File: config.mk
export PLATFORM = sky130hd
export DESIGN_NAME = turn_sequencer
export DESIGN_NICKNAME = d
export VERILOG_FILES = /design/src/rtl/turn_sequencer.sv
export SDC_FILE = /design/constraint.sdc
export NUM_CORES = 1
export LEC_CHECK = 0
export ABC_AREA = 1
export BUFFER_PORTS_ARGS = -buffer_cell sky130_fd_sc_hd__buf_2
export CORE_UTILIZATION = 60
export CTS_CLUSTER_DIAMETER = 50
export CTS_CLUSTER_SIZE = 14
export DETAILED_ROUTE_END_ITERATION = 10
export PLACE_DENSITY = 0.95
export SLEW_MARGIN = 10
export SYNTH_ARGS = -nofsm -noshare
export SYNTH_HDL_FRONTEND = slang
export SYNTH_SLANG_ARGS = --single-unit
File: constraint.sdc
create_clock -name clock -period 4 [get_ports clock]
set_input_delay 0.2 -clock clock [delete_from_list [all_inputs] [get_ports clock]]
set_output_delay 0.2 -clock clock [all_outputs]
set_load 0.01 [all_outputs]
File: src/rtl/turn_sequencer.sv
// turn_sequencer: game-flow controller for the 3x3 board datapath.
// Alternates player/computer turns, validates requested cells against the
// current board, strobes single-cycle writes into the position registers,
// latches the game result and forfeits a computer that fails to respond.
module turn_sequencer #(
  parameter int FIRST_MOVER = 0,
  parameter int PC_TIMEOUT  = 255
) (
  input  logic        clock,
  input  logic        reset,
  input  logic        start,
  input  logic        pl_valid,
  input  logic [3:0]  pl_pos,
  output logic        pl_ready,
  input  logic        pc_valid,
  input  logic [3:0]  pc_pos,
  output logic        pc_ready,
  input  logic [17:0] board,
  input  logic        win,
  input  logic [1:0]  who,
  input  logic        no_space,
  output logic        board_clr,
  output logic        wr_en,
  output logic [3:0]  wr_idx,
  output logic [1:0]  wr_mark,
  output logic [1:0]  turn,
  output logic        illegal,
  output logic        timeout,
  output logic        game_over,
  output logic [1:0]  winner,
  output logic [3:0]  move_count
);

  localparam logic [2:0] S_IDLE    = 3'd0;
  localparam logic [2:0] S_CLEAR   = 3'd1;
  localparam logic [2:0] S_WAIT_PL = 3'd2;
  localparam logic [2:0] S_WAIT_PC = 3'd3;
  localparam logic [2:0] S_COMMIT  = 3'd4;
  localparam logic [2:0] S_CHECK   = 3'd5;
  localparam logic [2:0] S_DONE    = 3'd6;

  localparam logic [2:0]  FIRST_WAIT  = (FIRST_MOVER == 0) ? S_WAIT_PL : S_WAIT_PC;
  localparam logic [15:0] TIMEOUT_LIM = 16'(PC_TIMEOUT);

  localparam logic [1:0] MARK_PL   = 2'b01;
  localparam logic [1:0] MARK_PC   = 2'b10;
  localparam logic [1:0] MARK_DRAW = 2'b11;

  // True when pos names a real cell that is currently empty; any index
  // beyond 8 falls to the default and is reported as occupied.
  function automatic logic cell_free(input logic [17:0] b, input logic [3:0] pos);
    logic [1:0] c;
    case (pos)
      4'd0:    c = b[1:0];
      4'd1:    c = b[3:2];
      4'd2:    c = b[5:4];
      4'd3:    c = b[7:6];
      4'd4:    c = b[9:8];
      4'd5:    c = b[11:10];
      4'd6:    c = b[13:12];
      4'd7:    c = b[15:14];
      4'd8:    c = b[17:16];
      default: c = 2'b11;
    endcase
    return (c == 2'b00);
  endfunction

  logic [2:0]  state_q, state_d;
  logic [15:0] cnt_q, cnt_d;
  logic [3:0]  wr_idx_q, wr_idx_d;
  logic [1:0]  wr_mark_q, wr_mark_d;
  logic [1:0]  winner_q, winner_d;
  logic [3:0]  move_count_q, move_count_d;
  logic [1:0]  turn_q, turn_d;
  logic        pl_ready_q, pl_ready_d;
  logic        pc_ready_q, pc_ready_d;
  logic        board_clr_q, board_clr_d;
  logic        wr_en_q, wr_en_d;
  logic        timeout_q, timeout_d;
  logic        game_over_q, game_over_d;
  logic        illegal_c;

  // Next-state, captured move, result and forfeit-counter decisions.
  always_comb begin
    state_d      = state_q;
    cnt_d        = cnt_q;
    wr_idx_d     = wr_idx_q;
    wr_mark_d    = wr_mark_q;
    winner_d     = winner_q;
    move_count_d = move_count_q;
    illegal_c    = 1'b0;
    case (state_q)
      S_IDLE: begin
        if (start) begin
          state_d      = S_CLEAR;
          move_count_d = 4'd0;
          winner_d     = 2'b00;
        end else begin
          state_d = S_IDLE;
        end
      end
      S_CLEAR: begin
        state_d = FIRST_WAIT;
        cnt_d   = 16'd0;
      end
      S_WAIT_PL: begin
        if (pl_valid) begin
          if (cell_free(board, pl_pos)) begin
            wr_idx_d  = pl_pos;
            wr_mark_d = MARK_PL;
            state_d   = S_COMMIT;
          end else begin
            illegal_c = 1'b1;
          end
        end else begin
          state_d = S_WAIT_PL;
        end
      end
      S_WAIT_PC: begin
        // The forfeit check wins over any request arriving in the same cycle.
        if (cnt_q == TIMEOUT_LIM) begin
          state_d  = S_DONE;
          winner_d = MARK_PL;
        end else if (pc_valid) begin
          if (cell_free(board, pc_pos)) begin
            wr_idx_d  = pc_pos;
            wr_mark_d = MARK_PC;
            state_d   = S_COMMIT;
          end else begin
            illegal_c = 1'b1;
          end
        end else begin
          cnt_d = cnt_q + 16'd1;
        end
      end
      S_COMMIT: begin
        move_count_d = move_count_q + 4'd1;
        state_d      = S_CHECK;
      end
      S_CHECK: begin
        cnt_d = 16'd0;
        if (win) begin
          winner_d = who;
          state_d  = S_DONE;
        end else if (no_space) begin
          winner_d = MARK_DRAW;
          state_d  = S_DONE;
        end else if (turn_q == MARK_PL) begin
          state_d = S_WAIT_PC;
        end else begin
          state_d = S_WAIT_PL;
        end
      end
      S_DONE: begin
        if (start) begin
          state_d = S_IDLE;
        end else begin
          state_d = S_DONE;
        end
      end
      default: begin
        state_d = S_IDLE;
      end
    endcase
  end

  // Output flops are loaded from the upcoming state so they line up with it.
  always_comb begin
    pl_ready_d  = (state_d == S_WAIT_PL);
    timeout_d   = (state_d == S_WAIT_PC) && (cnt_d == TIMEOUT_LIM);
    pc_ready_d  = (state_d == S_WAIT_PC) && !timeout_d;
    board_clr_d = (state_d == S_CLEAR);
    wr_en_d     = (state_d == S_COMMIT);
    game_over_d = (state_d == S_DONE);
    case (state_d)
      S_WAIT_PL: turn_d = MARK_PL;
      S_WAIT_PC: turn_d = MARK_PC;
      S_COMMIT:  turn_d = turn_q;
      S_CHECK:   turn_d = turn_q;
      default:   turn_d = 2'b00;
    endcase
  end

  // State and registered outputs, cleared asynchronously by reset.
  always_ff @(posedge clock or posedge reset) begin
    if (reset) begin
      state_q      <= S_IDLE;
      cnt_q        <= 16'd0;
      wr_idx_q     <= 4'd0;
      wr_mark_q    <= 2'b00;
      winner_q     <= 2'b00;
      move_count_q <= 4'd0;
      turn_q       <= 2'b00;
      pl_ready_q   <= 1'b0;
      pc_ready_q   <= 1'b0;
      board_clr_q  <= 1'b0;
      wr_en_q      <= 1'b0;
      timeout_q    <= 1'b0;
      game_over_q  <= 1'b0;
    end else begin
      state_q      <= state_d;
      cnt_q        <= cnt_d;
      wr_idx_q     <= wr_idx_d;
      wr_mark_q    <= wr_mark_d;
      winner_q     <= winner_d;
      move_count_q <= move_count_d;
      turn_q       <= turn_d;
      pl_ready_q   <= pl_ready_d;
      pc_ready_q   <= pc_ready_d;
      board_clr_q  <= board_clr_d;
      wr_en_q      <= wr_en_d;
      timeout_q    <= timeout_d;
      game_over_q  <= game_over_d;
    end
  end

  // The rejection pulse must coincide with the offending handshake cycle.
  assign illegal    = illegal_c;
  assign pl_ready   = pl_ready_q;
  assign pc_ready   = pc_ready_q;
  assign board_clr  = board_clr_q;
  assign wr_en      = wr_en_q;
  assign wr_idx     = wr_idx_q;
  assign wr_mark    = wr_mark_q;
  assign turn       = turn_q;
  assign timeout    = timeout_q;
  assign game_over  = game_over_q;
  assign winner     = winner_q;
  assign move_count = move_count_q;

endmodule

# After elaboration in Yosys (flattened, before gate mapping)
# Cells that the tools add are included.
# totals
register_bits,39
inputBits,35
output_inout_bits,21
# op_classes
add_sub_neg,2
eq_ne,39
mux,47
reduce_logical,16
# ops
cell,count
$pmux W2 S9,2
$eq A16 B8 Y1 const B,2
$eq A4 B3 Y1 const B,8
$mux W16,2
$pmux W16 S2,1
$mux W2,14
$mux W3,8
$mux W4,6
$pmux W3 S7,1
$eq A3 B3 Y1 const B,6
$add A16 B1 Y16 const B,1
$eq A4 B2 Y1 const B,4
$pmux W4 S2,2
$ne A2 B2 Y1 const B,7
$eq A3 B2 Y1 const B,4
$pmux W2 S3,2
$eq A4 B1 Y1 const B,2
$eq A4 B4 Y1 const B,2
$logic_not A4 Y1,2
$mux W1,7
$eq A3 B1 Y1 const B,2
$reduce_and A6 Y1,1
$add A4 B1 Y4 const B,1
$logic_not A2 Y1,2
12 further kinds,15

# Logic depth before layout (Yosys ltp)
# Gate-level depths: netlist of run 1.
# logic_depth
word_depth,14
depth_mapped,16
mapped_depth_nobuf,16

# Least setup slack after synthesis of run 1
# OpenSTA, ideal clock, no wires.
# synth_timing
path_kind,reg2reg
from,register cnt_q[0]
to,"register timeout_q, in the netlist timeout"
setup_time_ns,0.071
arrival_time_ns,1.735
required_time_ns,3.929
slack_ns,2.193
stages_incl_launch_ff,13
n_path_buf,1
period_less_slack_ns,1.807
path_cell_list,dfrtp_1 -> ha_1 -> nand3_2 -> nor2_4 -> nand2_2 -> buf_6 -> o21ai_2 -> nand2_2 -> nand2_4 -> nand3_2 -> nor3_2 -> nand3_1 -> nor2_1
# synth_via
elab_chain_len,6
word_cells_on_any_way,10
classes_between,add/sub (1); eq/ne (3); mux (5); reduce/logical (1)
# synth_rtl
item,line_no,rtl
from (decl),69,"logic [15:0] cnt_q, cnt_d;"
from (signal assigned),202,cnt_q <= cnt_d;
$add A16 B1 Y16,133,cnt_d = cnt_q + 16'd1;
$mux W16,124,end else if (pc_valid) begin
$mux W16,121,if (cnt_q == TIMEOUT_LIM) begin
$pmux W16 S2 *,92,case (state_q)
net cnt_d[0],69,
$eq A16 B8 Y1 *,170,timeout_d = (state_d == S_WAIT_PC) && (cnt_d == TIMEOUT_LIM);
$logic_and A1 B1 Y1 *,170,
net timeout_d,79,"logic timeout_q, timeout_d;"
to (signal assigned),212,timeout_q <= timeout_d;
to (decl),79,
# The timed path passes the listed nets; every way through them passes the cells marked *.
# A chain may end at the register's enable or synchronous reset.

# Worst setup path after layout of run 1
# layout_timing
from,register cnt_q[0]
to,output illegal
# layout_via
elab_chain_len,3
# layout_rtl
item,line_no,rtl
$eq A16 B8 Y1,121,
$mux W1,121,
$pmux W1 S2,92,
to (decl),27,"output logic illegal,"
# Every way passes these cells.

==> results of run 1 <==
==> cells by family (layout without fill, tap and decap cells) <==
| family | count (synthesis) | count (layout) | synth area share |
|---|---|---|---|
| DFF | 39 | 39 | 0.346 |
| and+or+nand+nor | 290 | 290 | 0.452 |
| adders and majority gates | 2 | 2 | 0.00886 |
| buffers and inverters | 61 | 117 | 0.0922 |
| xor gates and xnor gates | 2 | 2 | 0.00620 |
| AOI/OAI and AO/OA | 46 | 46 | 0.0953 |
==> metal layers <==
layer	global-route usage	vias to the layer above	routed length [um]
met4	0.136	0	204
met2	0.574	163	3680
met5	0	-	0
met1	0.380	1405	2950
li1	-	1517	-
met3	0.0598	30	589
==> through the flow <==
step	hold slack, ns	power, mW	utilization
3_3_place_gp	0.329	1.50	0.701
3_5_place_dp	0.335	1.54	0.701
2_1_floorplan	0.357	1.29	-
4_1_cts	0.00848	1.81	0.721
6_report	-0.000675	1.83	0.721
5_1_grt	0.0485	1.97	0.721
==> cells in the mapped netlist (3+ instances only) <==
| library cell | n |
|---|---|
| nand2_1 | 156 |
| nor2_1 | 53 |
| inv_1 | 48 |
| dfrtp_1 | 39 |
| nand3_1 | 31 |
| o21ai_0 | 21 |
| nand4_1 | 17 |
| nand2_2 | 9 |
| o21ai_1 | 9 |
| nor3_1 | 8 |
| a21oi_1 | 5 |
| nor2_2 | 5 |
| buf_2 | 4 |
| inv_2 | 3 |
| nand3_2 | 3 |
| nor3_2 | 3 |
==> final timing paths <==
check	slack, ns	cells after the start	end
worst max-delay path	1.77	7	illegal
worst min-delay path	-0.0007	3	state_q[0]
worst max register to register	1.80	9	winner[1]
worst min register to register	0.50	1	move_count[3]
max in group asynchronous	3.66	3	cnt_q[2]
min in group clock	0.24	3	board_clr
==> power breakdown <==
group	leakage, nW	switching [mW]	internal [mW]
registers	0.516	0.142	0.530
logic	1.17	0.592	0.302
clock network	0.0402	0.144	0.121
total	1.73	0.879	0.953
==> cell type report <==
cell class              count  area (um2)
clock buffers               5        68.8
clock inverters             3        20.0
fillers                   366        1240
inverters                  52         195
multi-input cells         340        1590
flip-flops and latches     39         976
well taps                  52        65.1
repair buffers             57         290
==> worst min-delay path: stages <==
cell and delay (ns):
buf_2 0.09, inv_1 0.04, buf_4 0.41
==> cells in the final DEF, fill, tap and decap left out, types with 2 or more instances in the layout <==
cell,instances
nand2_1,156
buf_2,55
nor2_1,53
inv_1,48
dfrtp_1,39
nand3_1,31
o21ai_0,21
nand4_1,17
nand2_2,9
o21ai_1,9
nor3_1,8
nor2_2,5
a21oi_1,5
clkbuf_8,5
nand3_2,3
inv_2,3
nor3_2,3
o211ai_1,2
or2_1,2
o31ai_1,2
ha_1,2
clkinvlp_4,2
buf_4,2
==> flip-flops by register name, indices dropped and copies added, names as in the netlist, 2 cells and up <==
signal and flops:
winner 2, cnt_q 16, wr_idx 4, turn 2, wr_mark 2, state_q 3, move_count 4
==> summary.md, run 1 <==
| Metric | Value |
|---|---|
| Setup ws final | between 1.5 and 2 ns |
| Rows | 24 |
| DP Area | approximately 3100 um2 |
| Fin Hold WS | -0.000675 ns |
| Final nets | about 530 |
| Layout area overhead | 13.4% |
| Residual DRC count | 2 |
| CTS resizes | 0 |
| Distinct cells, synth | 38 |
| Achievable frequency | ~450 MHz |
| # clock sinks | 39 |
| Peak supply drop | ~0.43 mV |
| Yosys Warn Count | 0 |
| Failing checks | design-rule violations, negative hold slack |
| Synth Flop Type | dfrtp_1 |
| Top-level I/O count | 56 |
| Critical path peak fanout | 13 |
| Crit path max-delay cell type | dfrtp_1 |
| Die width | approximately 70 um |
| Initial core utilization | 0.635 |
| Register bit total from synthesis | 39 |
| Net Count, Synth | between 400 and 500 |
| Fin crit period | 2.23 ns |
| Crit path max-delay family | simple AND/OR/NAND/NOR gates |
| Place WS | roughly 1.8 ns |
| WP data arrival | 2.03 ns |
| H-Tree Depth | 2 |
| Outcome | finished with violations |
| Initial antenna violation count | 0 |
| Async SR Flop Fraction | 1.00 |
| CTS Buf Count | 5 |
| GPL Wtd Cong | approximately 0.89 |
| Syn Area/Cell | 6.42 um2 |
| Clock Latency Late Sink | approximately 0.3 ns |
| Initial detailed-routing violation count | between 200 and 250 |
| Vias post-DR | just over 3,000 |
| Critical path startpoint | cnt_q[0] |
| Mapped Area | 2820 um2 |
| Layout Cells excl Fill | 548 |
| Hold crit path type | in -> async |
| Yosys top cell by area | dfrtp_1 |
| Ant diodes | 0 |
| Final WL | between 7000 and 8000 um |
| Mapped Cells | 440 |
| Leak Pwr | 1.73 nW |
| CTS root buffer | clkbuf_8 |
| Die area | around 5000 um2 |
| Wire length per cell | about 14 um |
| Final Setup Violations | 0 |
| First-pass GRT wire length | between 10,000 and 15,000 um |
| Post-DP HPWL | 5590 um |
| Vias per cell | 5.68 |
| Final hold vios | 1 |
| CTS tree | built |
| # hold bufs at CTS | 0 |
| WP buf/inv | 1 |
| Top cells by area, synth | dfrtp_1 (35%), nand2_1 (21%), nor2_1 (7.0%) |
| Critical path launch point type | register |
| Register area share after synthesis | 0.346 |
| Largest net degree at the start of global routing | 40 |
| RSZ-0062 raised after global routing | false |
| GRT Total Usage | 0.321 |
| Clock buffer depth | 2 |
| Power density over the cells | approximately 570 nW/um2 |
| I/O Buffers | 55 |
| Design Area, Final | between 3000 and 4000 um2 |
| Placed cell count | 540 |
| Fin. max-slew vios | 0 |
| Kind of critical path | reg -> out |
| Final TNS setup | 0 ns |
| R2r startpoint | cnt_q[0] |
| DRT antenna net count | 0 |
| Post-synth EDFFs | 0 |
| Post-CTS setup repair buffer count | 0 |
| Worst slew margin | 0.608 |
| Highest cell delay on the worst timing path | 0.48 ns |
| Kind of end point of the critical path | output port |
| Drt pass-1 iters | 8 |
| Die Y | just over 70 um |
| Max Cap Violations | 0 |
| Grt ovf | 0 |
| Share of layout cells above drive strength 1 | 0.185 |
| Required @ worst endpoint | ~3.8 ns |
| Worst-path cell chain | ha_1, nand3_2, nor2_4, nand2_2, nand4_1, o21ai_0, buf_2 |
| Period utilisation layout | 0.557 |
| Synth top area share | 0.346 |
| Clock Pin Slew Worst Setup and Hold Paths | 0.08 ns |
| Vias in the first global route | a little under 3,000 |
| Slew @ Worst Pin | a little under 0.6 ns |
| Core Box Area | ~4400 um2 |
| Worst Skew | between 0.008 and 0.009 ns |
(Power assumes the default switching activity.)
==> run 2, diff against run 1 <==
ABC_AREA = 0   (was 1)
CORE_UTILIZATION = 54   (was 60)
PLACE_DENSITY = 0.9   (was 0.95)
clock period = 2.1 ns   (was 4 ns; I/O delays follow)
==> summary.md, run 2 <==
| Metric | Value |
|---|---|
| Max Cap Violations | 0 (unchanged) |
| Crit path max-delay family | simple AND/OR/NAND/NOR gates |
| Kind of end point of the critical path | register |
| Rows | 24 (unchanged) |
| Vias in the first global route | 2,739 (-6.5%) |
| Net Sw Power | 1.34 mW (+52%) |
| Register bit total from synthesis | 39 (unchanged) |
| Setup ws final | -0.0346 ns (-1.81 ns) |
| Grt ovf | 0 (unchanged) |
| Vias post-DR | 2,901 (-6.9%) |
| GPL Wtd Cong | 0.933 (+5.1%) |
| Fin crit period | roughly 2.1 ns |
| R2r startpoint | cnt_q[4] |
| Max reg flops | 16 (unchanged) |
| Most flops, register | cnt_q |
| Register area share after synthesis | 0.384 (+0.0386) |
| Placed cell count | 454 (-16%) |
| Synth top cells by count | nand2_1 (41), dfrtp_1 (39), o21ai_0 (28), nor2_1 (23), nand3_1 (17) |
| Final nets | 456 (-14%) |
| Fin. max-slew vios | 0 (unchanged) |
| P_int | 2.00 mW (+110%) |
| Clock share of power | 0.152 (+0.007) |
| Residual DRC count | 0 (-2) |
| Yosys Warn Count | 0 (unchanged) |
| Layout Cells excl Fill | 472 (-14%) |
| # clock sinks | 39 (unchanged) |
| Clock Latency Late Sink | 0.30 ns (about the same) |
| WP buf/inv | 1 (unchanged) |
| Post-DP HPWL | 5480 um (-2.0%) |
| Syn Area/Cell | 8.52 um2 (+33%) |
| Distinct cells, synth | 63 (+66%) |
| Sw frac | 0.401 (-0.0785) |
| Sequential share of power | 0.321 (-0.046) |
| Clock buffer depth | 2 (unchanged) |
| Initial detailed-routing violation count | 270 (+31%) |
| Comb power frac | 0.527 (+0.039) |
| Initial core utilization | 0.572 (-0.0639) |
| Top-level I/O count | 56 (unchanged) |
| Cell depth of the worst setup path | 8 (+1) |
| Core Box Area | 4440 um2 (unchanged) |
| Final Setup Violations | 2 (+2) |
| Share of layout cells above drive strength 1 | 0.414 (+0.229) |
| RSZ-0062 raised after global routing | true |
| Synth Flop Type | dfrtp_1 |
| Leak Pwr | 1.75 nW (+1.4%) |
| Wire length per cell | 16.8 um (+24%) |
| Layout area overhead | 40.7% |
| Highest cell delay on the worst timing path | 0.43 ns (-0.05 ns) |
| Outcome | finished with violations |
| Place WS | -0.239 ns (-2.06 ns) |
| Final WL | 7930 um (+6.8%) |
| Vias per cell | 6.15 (+8.1%) |
| Commonest non-fill, non-tap cell in the layout | buf_4 |
| Period utilisation layout | 1.02 |
| Min-Delay Startpoint | who[1] |
| Worst Skew | 0.00459 ns (-0.00398 ns) |
| Worst slew margin | 0.663 (+0.0548) |
| Critical path launch point type | register |
| Drt pass-1 iters | 6 (-2) |
| Clock Pin Slew Worst Setup and Hold Paths | 0.07 ns (about the same) |
| Critical path peak fanout | 4 (-9) |
| GRT Total Usage | 0.310 (-0.0102) |
| Mapped Cells | 298 (-32%) |
| I/O Buffers | 55 (unchanged) |
| CTS root buffer | clkbuf_8 |
| Yosys top cell by area | dfrtp_1 |
| Mapped Area | 2540 um2 (-10%) |
| Ant diodes | 0 (unchanged) |
| Largest net degree at the start of global routing | 40 (unchanged) |
| WP data arrival | 2.37 ns (+0.34 ns) |
| Async SR Flop Fraction | 1.00 (unchanged) |
| Initial antenna violation count | 0 (unchanged) |
| WHS Path Cells | 3 |
| Slew @ Worst Pin | 0.499 ns (-0.0882 ns) |
| Power density over the cells | 932 nW/um2 (+63%) |
| Hold crit path type | in -> reg |
| Critical path startpoint | cnt_q[4] |
| Die area | 4980 um2 (about the same) |
| DRT antenna net count | 0 (unchanged) |
| Synth top area share | 0.384 (+0.0386) |
| Total power | 3.33 mW (+82%) |
| Most frequent cells in the layout | buf_4 (71), buf_2 (55), nand2_1 (40) |
| H-Tree Depth | 2 (unchanged) |
| CTS tree | built |
| Net Count, Synth | 335 (-30%) |
| Peak supply drop | 0.751 mV (+73%) |
| Die Y | 70.6 um (about the same) |
| R2R depth | 8 (-1) |
| Required @ worst endpoint | 2.34 ns (-1.46 ns) |
| Post-synth EDFFs | 0 (unchanged) |
| Final hold vios | 0 (-1) |
| Die width | 70.6 um (about the same) |
| First-pass GRT wire length | 12,100 um (-4.0%) |
| Worst reg2reg setup slack | -0.03 ns (-1.83 ns) |
| Kind of critical path | reg -> reg |
| Top cells by area, synth | dfrtp_1 (38%), nand2_1 (6.1%), o21ai_0 (5.5%) |
| Achievable frequency | roughly 470 MHz |
| Worst-path cell chain | and4_4, and3_4, nand3_1, a31oi_2, nand4b_1, nor4b_2, buf_4, and3_1 |
| Crit path max-delay cell type | dfrtp_1 |
| Cell with the most instances after synthesis | nand2_1 |
| CTS Buf Count | 5 (unchanged) |
| Failing checks | negative setup slack |
-- run 2: changes by cell type after synthesis, sizes merged, moves of 4 or more --
| cell | change |
|---|---|
| nor4 | +4 |
| nand3 | -16 |
| and2 | +6 |
| a31oi | +6 |
| nand4 | -13 |
| nand2b | +6 |
| and3 | +4 |
| inv | -37 |
| o21ai | -4 |
| a21oi | +6 |
| nand2 | -125 |
| mux2 | +4 |
| nor2 | -36 |
| nor2b | +5 |
-- run 2: per-layer routing --
layer,up-vias,global-route usage,routed length (um)
li1,1333,-,-
met1,1359,0.371,3070
met2,172,0.537,3950
met3,37,0.0769,584
met4,0,0.131,322
met5,-,0,0
-- run 2: final timing paths --
path | endpoint
worst max-delay path | timeout
worst min register to register | move_count[3]
worst min-delay path | winner[1]
min in group asynchronous | cnt_q[3]
max in group asynchronous | cnt_q[8]
worst max register to register | timeout
-- run 2: cells by family after synthesis --
| group | Yosys count | share of synthesized area |
|---|---|---|
| xor gates and xnor gates | 4 | 0.0138 |
| adders and majority gates | 2 | 0.00985 |
| muxes | 5 | 0.0276 |
| buffers and inverters | 27 | 0.0468 |
| DFF | 39 | 0.384 |
| and+or+nand+nor | 139 | 0.292 |
| AOI/OAI and AO/OA | 82 | 0.226 |
-- run 2: cell type report --
| class | count | area [um2] |
|---|---|---|
| clock buffers | 6 | 72.6 |
| clock inverters | 2 | 12.5 |
| fillers | 260 | 870 |
| inverters | 14 | 52.6 |
| multi-input cells | 232 | 1580 |
| flip-flops and latches | 39 | 976 |
| well taps | 52 | 65.1 |
| repair buffers | 127 | 818 |
-- run 2: worst register-to-register path, stage by stage (launching register included) --
cell and delay (ns):
dfrtp_1 0.43, and4_4 0.28, and3_4 0.23, nand3_1 0.14
a31oi_2 0.27, nand4b_1 0.17, nor4b_2 0.27, buf_4 0.14
and3_1 0.15
-- run 2: timing repair --
action	CTS	global route
gates resized for setup	8	25
setup endpoints to repair	8	9
setup buffers	0	9
endpoints found under the hold margin	39	0
cloned	0	0
hold buffers	1	0
pin swaps	0	13
-- run 2: per-stage QoR --
step	utilization	setup TNS [ns]	hold WS, ns	cell area (um2)
after floorplan	-	0	0.284	2540
after global placement	0.739	-0.543	0.238	3280
after detailed placement	0.739	-1.00	0.240	3280
after CTS	0.768	0	0.141	3410
after global routing	0.804	-0.302	0.136	3570
final	0.804	-0.0411	0.138	3570
-- run 2: power by group through the flow --
| stage | clock, mW | sequential, mW | combinational [mW] |
|---|---|---|---|
| 2_1_floorplan | 0 | 1.13 | 0.834 |
| 5_1_grt | 0.540 | 1.09 | 1.90 |
| 3_3_place_gp | 0 | 1.07 | 1.55 |
| 6_report | 0.505 | 1.07 | 1.76 |
| 4_1_cts | 0.506 | 1.07 | 1.62 |
| 3_5_place_dp | 0 | 1.08 | 1.60 |
==> run 3, diff against run 2 <==
CORE_UTILIZATION = 40   (was 54)
PLACE_DENSITY = 0.73   (was 0.9)
==> summary.md, run 3 (synthesis gave the netlist of run 2 again) <==
| Metric | Value |
|---|---|
| Vias per cell | 5.59 (-9.0%) |
| R2r startpoint | cnt_q[11] |
| WP buf/inv | 1 (unchanged) |
| # clock sinks | 39 (unchanged) |
| Achievable frequency | 457 MHz (-2.4%) |
| Crit path max-delay cell type | dfrtp_1 |
| WHS Path Cells | 3 (unchanged) |
| Die width | 81.7 um (+16%) |
| Initial detailed-routing violation count | 250 (-7.4%) |
| Vias in the first global route | 2,597 (-5.2%) |
| Worst slew margin | 0.673 (+0.0103) |
| Worst hold endpoint | winner[1] |
| Leak Pwr | 1.85 nW (+5.6%) |
| Clock Pin Slew Worst Setup and Hold Paths | 0.08 ns (about the same) |
| GPL Wtd Cong | 1.02 (+9.4%) |
| H-Tree Depth | 2 (unchanged) |
| R2R depth | 8 (unchanged) |
| Max reg flops | 16 (unchanged) |
| Worst R2R End | timeout |
| CTS tree | built |
| DRT antenna net count | 0 (unchanged) |
| Share of layout cells above drive strength 1 | 0.427 (+0.0123) |
| Post-DP HPWL | 5470 um (-0.25%) |
| Max Cap Violations | 0 (unchanged) |
| Highest cell delay on the worst timing path | 0.42 ns (about the same) |
| Clock buffer depth | 2 (unchanged) |
| RSZ-0062 raised after global routing | true |
| CTS root buffer | clkbuf_8 |
| Period utilisation layout | 1.04 (+0.0248) |
| Required @ worst endpoint | 2.33 ns (about the same) |
| Total power | 3.53 mW (+6.0%) |
| Ant diodes | 0 (unchanged) |
| Fillers | 512 (+97%) |
| Grt ovf | 0 (unchanged) |
| Kind of critical path | reg -> reg |
| Outcome | finished with violations |
| Worst-path cell chain | nor4_4, buf_4, and2_4, a211oi_2, xnor2_1, o31ai_1, and4_1, and3_1 |
| Layout Cells excl Fill | 504 (+6.8%) |
| First-pass GRT wire length | 11,900 um (-1.8%) |
| Final nets | 465 (+2.0%) |
| Slew @ Worst Pin | 0.490 ns (-0.00894 ns) |
| Final WL | 7660 um (-3.4%) |
| Critical path launch point type | register |
| DP Area | 3370 um2 (+2.7%) |
| Crit path max-delay family | simple AND/OR/NAND/NOR gates |
| Final TNS setup | -0.165 ns (-0.124 ns) |
| Core Box Area | 6030 um2 (+36%) |
| Fin crit period | 2.19 ns (+0.0521 ns) |
| Worst Skew | 0.00790 ns (+0.00331 ns) |
| Vias post-DR | 2,819 (-2.8%) |
| Commonest non-fill, non-tap cell in the layout | buf_4 |
| Fin Hold WS | 0.133 ns (-0.00520 ns) |
| Final Setup Violations | 2 (unchanged) |
| Most flops, register | cnt_q |
| Die Y | 81.7 um (+16%) |
| Largest net degree at the start of global routing | 40 (unchanged) |
| Worst reg2reg setup slack | -0.09 ns (-0.05 ns) |
| Min-Delay Startpoint | who[1] |
| Hold crit path type | in -> reg |
| CTS Buf Count | 5 (unchanged) |
| Die area | 6670 um2 (+34%) |
| Placed cell count | 485 (+6.8%) |
| Most frequent cells in the layout | buf_4 (78), buf_2 (55), nand2_1 (40) |
| GRT Total Usage | 0.234 (-0.0759) |
| Critical path peak fanout | 4 (unchanged) |
| Design Area, Final | 3740 um2 (+4.7%) |
| Final hold vios | 0 (unchanged) |
| Initial antenna violation count | 0 (unchanged) |
| WP data arrival | 2.42 ns (+0.05 ns) |
| Rows | 28 (+17%) |
| Failing checks | negative setup slack |
| Power density over the cells | 945 nW/um2 (+1.3%) |
| Top-level I/O count | 56 (unchanged) |
| Fin. max-slew vios | 0 (unchanged) |
| Layout area overhead | 47.3% |
| Setup ws final | -0.0868 ns (-0.0521 ns) |
| Wire length per cell | 15.2 um (-9.5%) |
| Peak supply drop | 0.455 mV (-39%) |
| Residual DRC count | 0 (unchanged) |
| Clock Latency Late Sink | 0.30 ns (about the same) |
| Kind of end point of the critical path | register |
| Drt pass-1 iters | 5 (-1) |
| Initial core utilization | 0.422 (-0.150) |
| I/O Buffers | 55 (unchanged) |
[run 3: stage by stage]
step                 util  setup slack, ns
floorplan               -           0.0317
global placement    0.560          -0.0619
detailed placement  0.560          -0.0752
CTS                 0.591        -0.000400
global route        0.621           -0.132
finish              0.621          -0.0868
[run 3: worst max path at each step]
| stage | from | end | slack (ns) | cells after the start |
|---|---|---|---|---|
| final | cnt_q[11] | timeout | -0.09 | 8 |
| after global routing | cnt_q[11] | timeout | -0.13 | 8 |
| after CTS | cnt_q[14] | illegal | -0.0004 | 9 |
| after detailed placement | pc_pos[0] | wr_idx[3] | -0.08 | 9 |
| after global placement | pc_pos[0] | wr_idx[3] | -0.06 | 9 |
| after floorplan | cnt_q[9] | pc_ready | 0.03 | 8 |
[run 3: layer usage]
layer  GRT usage  vias up  wire, um
li1            -     1350         -
met1       0.291     1334      3230
met2       0.394      114      3730
met3      0.0422       21       433
met4       0.107        0       263
met5           0        -         0
[run 3: what timing repair did]
| item | in CTS | in global routing |
|---|---|---|
| hold buffers | 1 | 0 |
| setup buffers | 1 | 10 |
| hold endpoints to repair | 39 | 0 |
| resized for setup | 13 | 23 |
| pin swaps | 4 | 20 |
| setup endpoints to repair | 7 | 8 |
[run 3: cell type report]
type                       instances  area, um2  share of cell area
multi-input combinational        232       1610               0.429
tap                               75       93.8              0.0251
inverter                          14       52.6              0.0140
clock buffer                       6       82.6              0.0221
clock inverter                     2       35.0             0.00936
timing repair buffer             136        893               0.239
sequential                        39        977               0.261
[run 3: worst reg2reg max path, cell delays in order (launching register included)]
cell and delay, ns:
dfrtp_1 0.42, nor4_4 0.38, buf_4 0.18, and2_4 0.17
a211oi_2 0.10, xnor2_1 0.14, o31ai_1 0.33, and4_1 0.26
and3_1 0.15
[run 3: power by group]
part	switching (mW)	total [mW]	internal, mW
combinational	0.971	1.84	0.871
clock	0.266	0.650	0.384
sequential	0.102	1.04	0.942
total	1.34	3.53	2.20
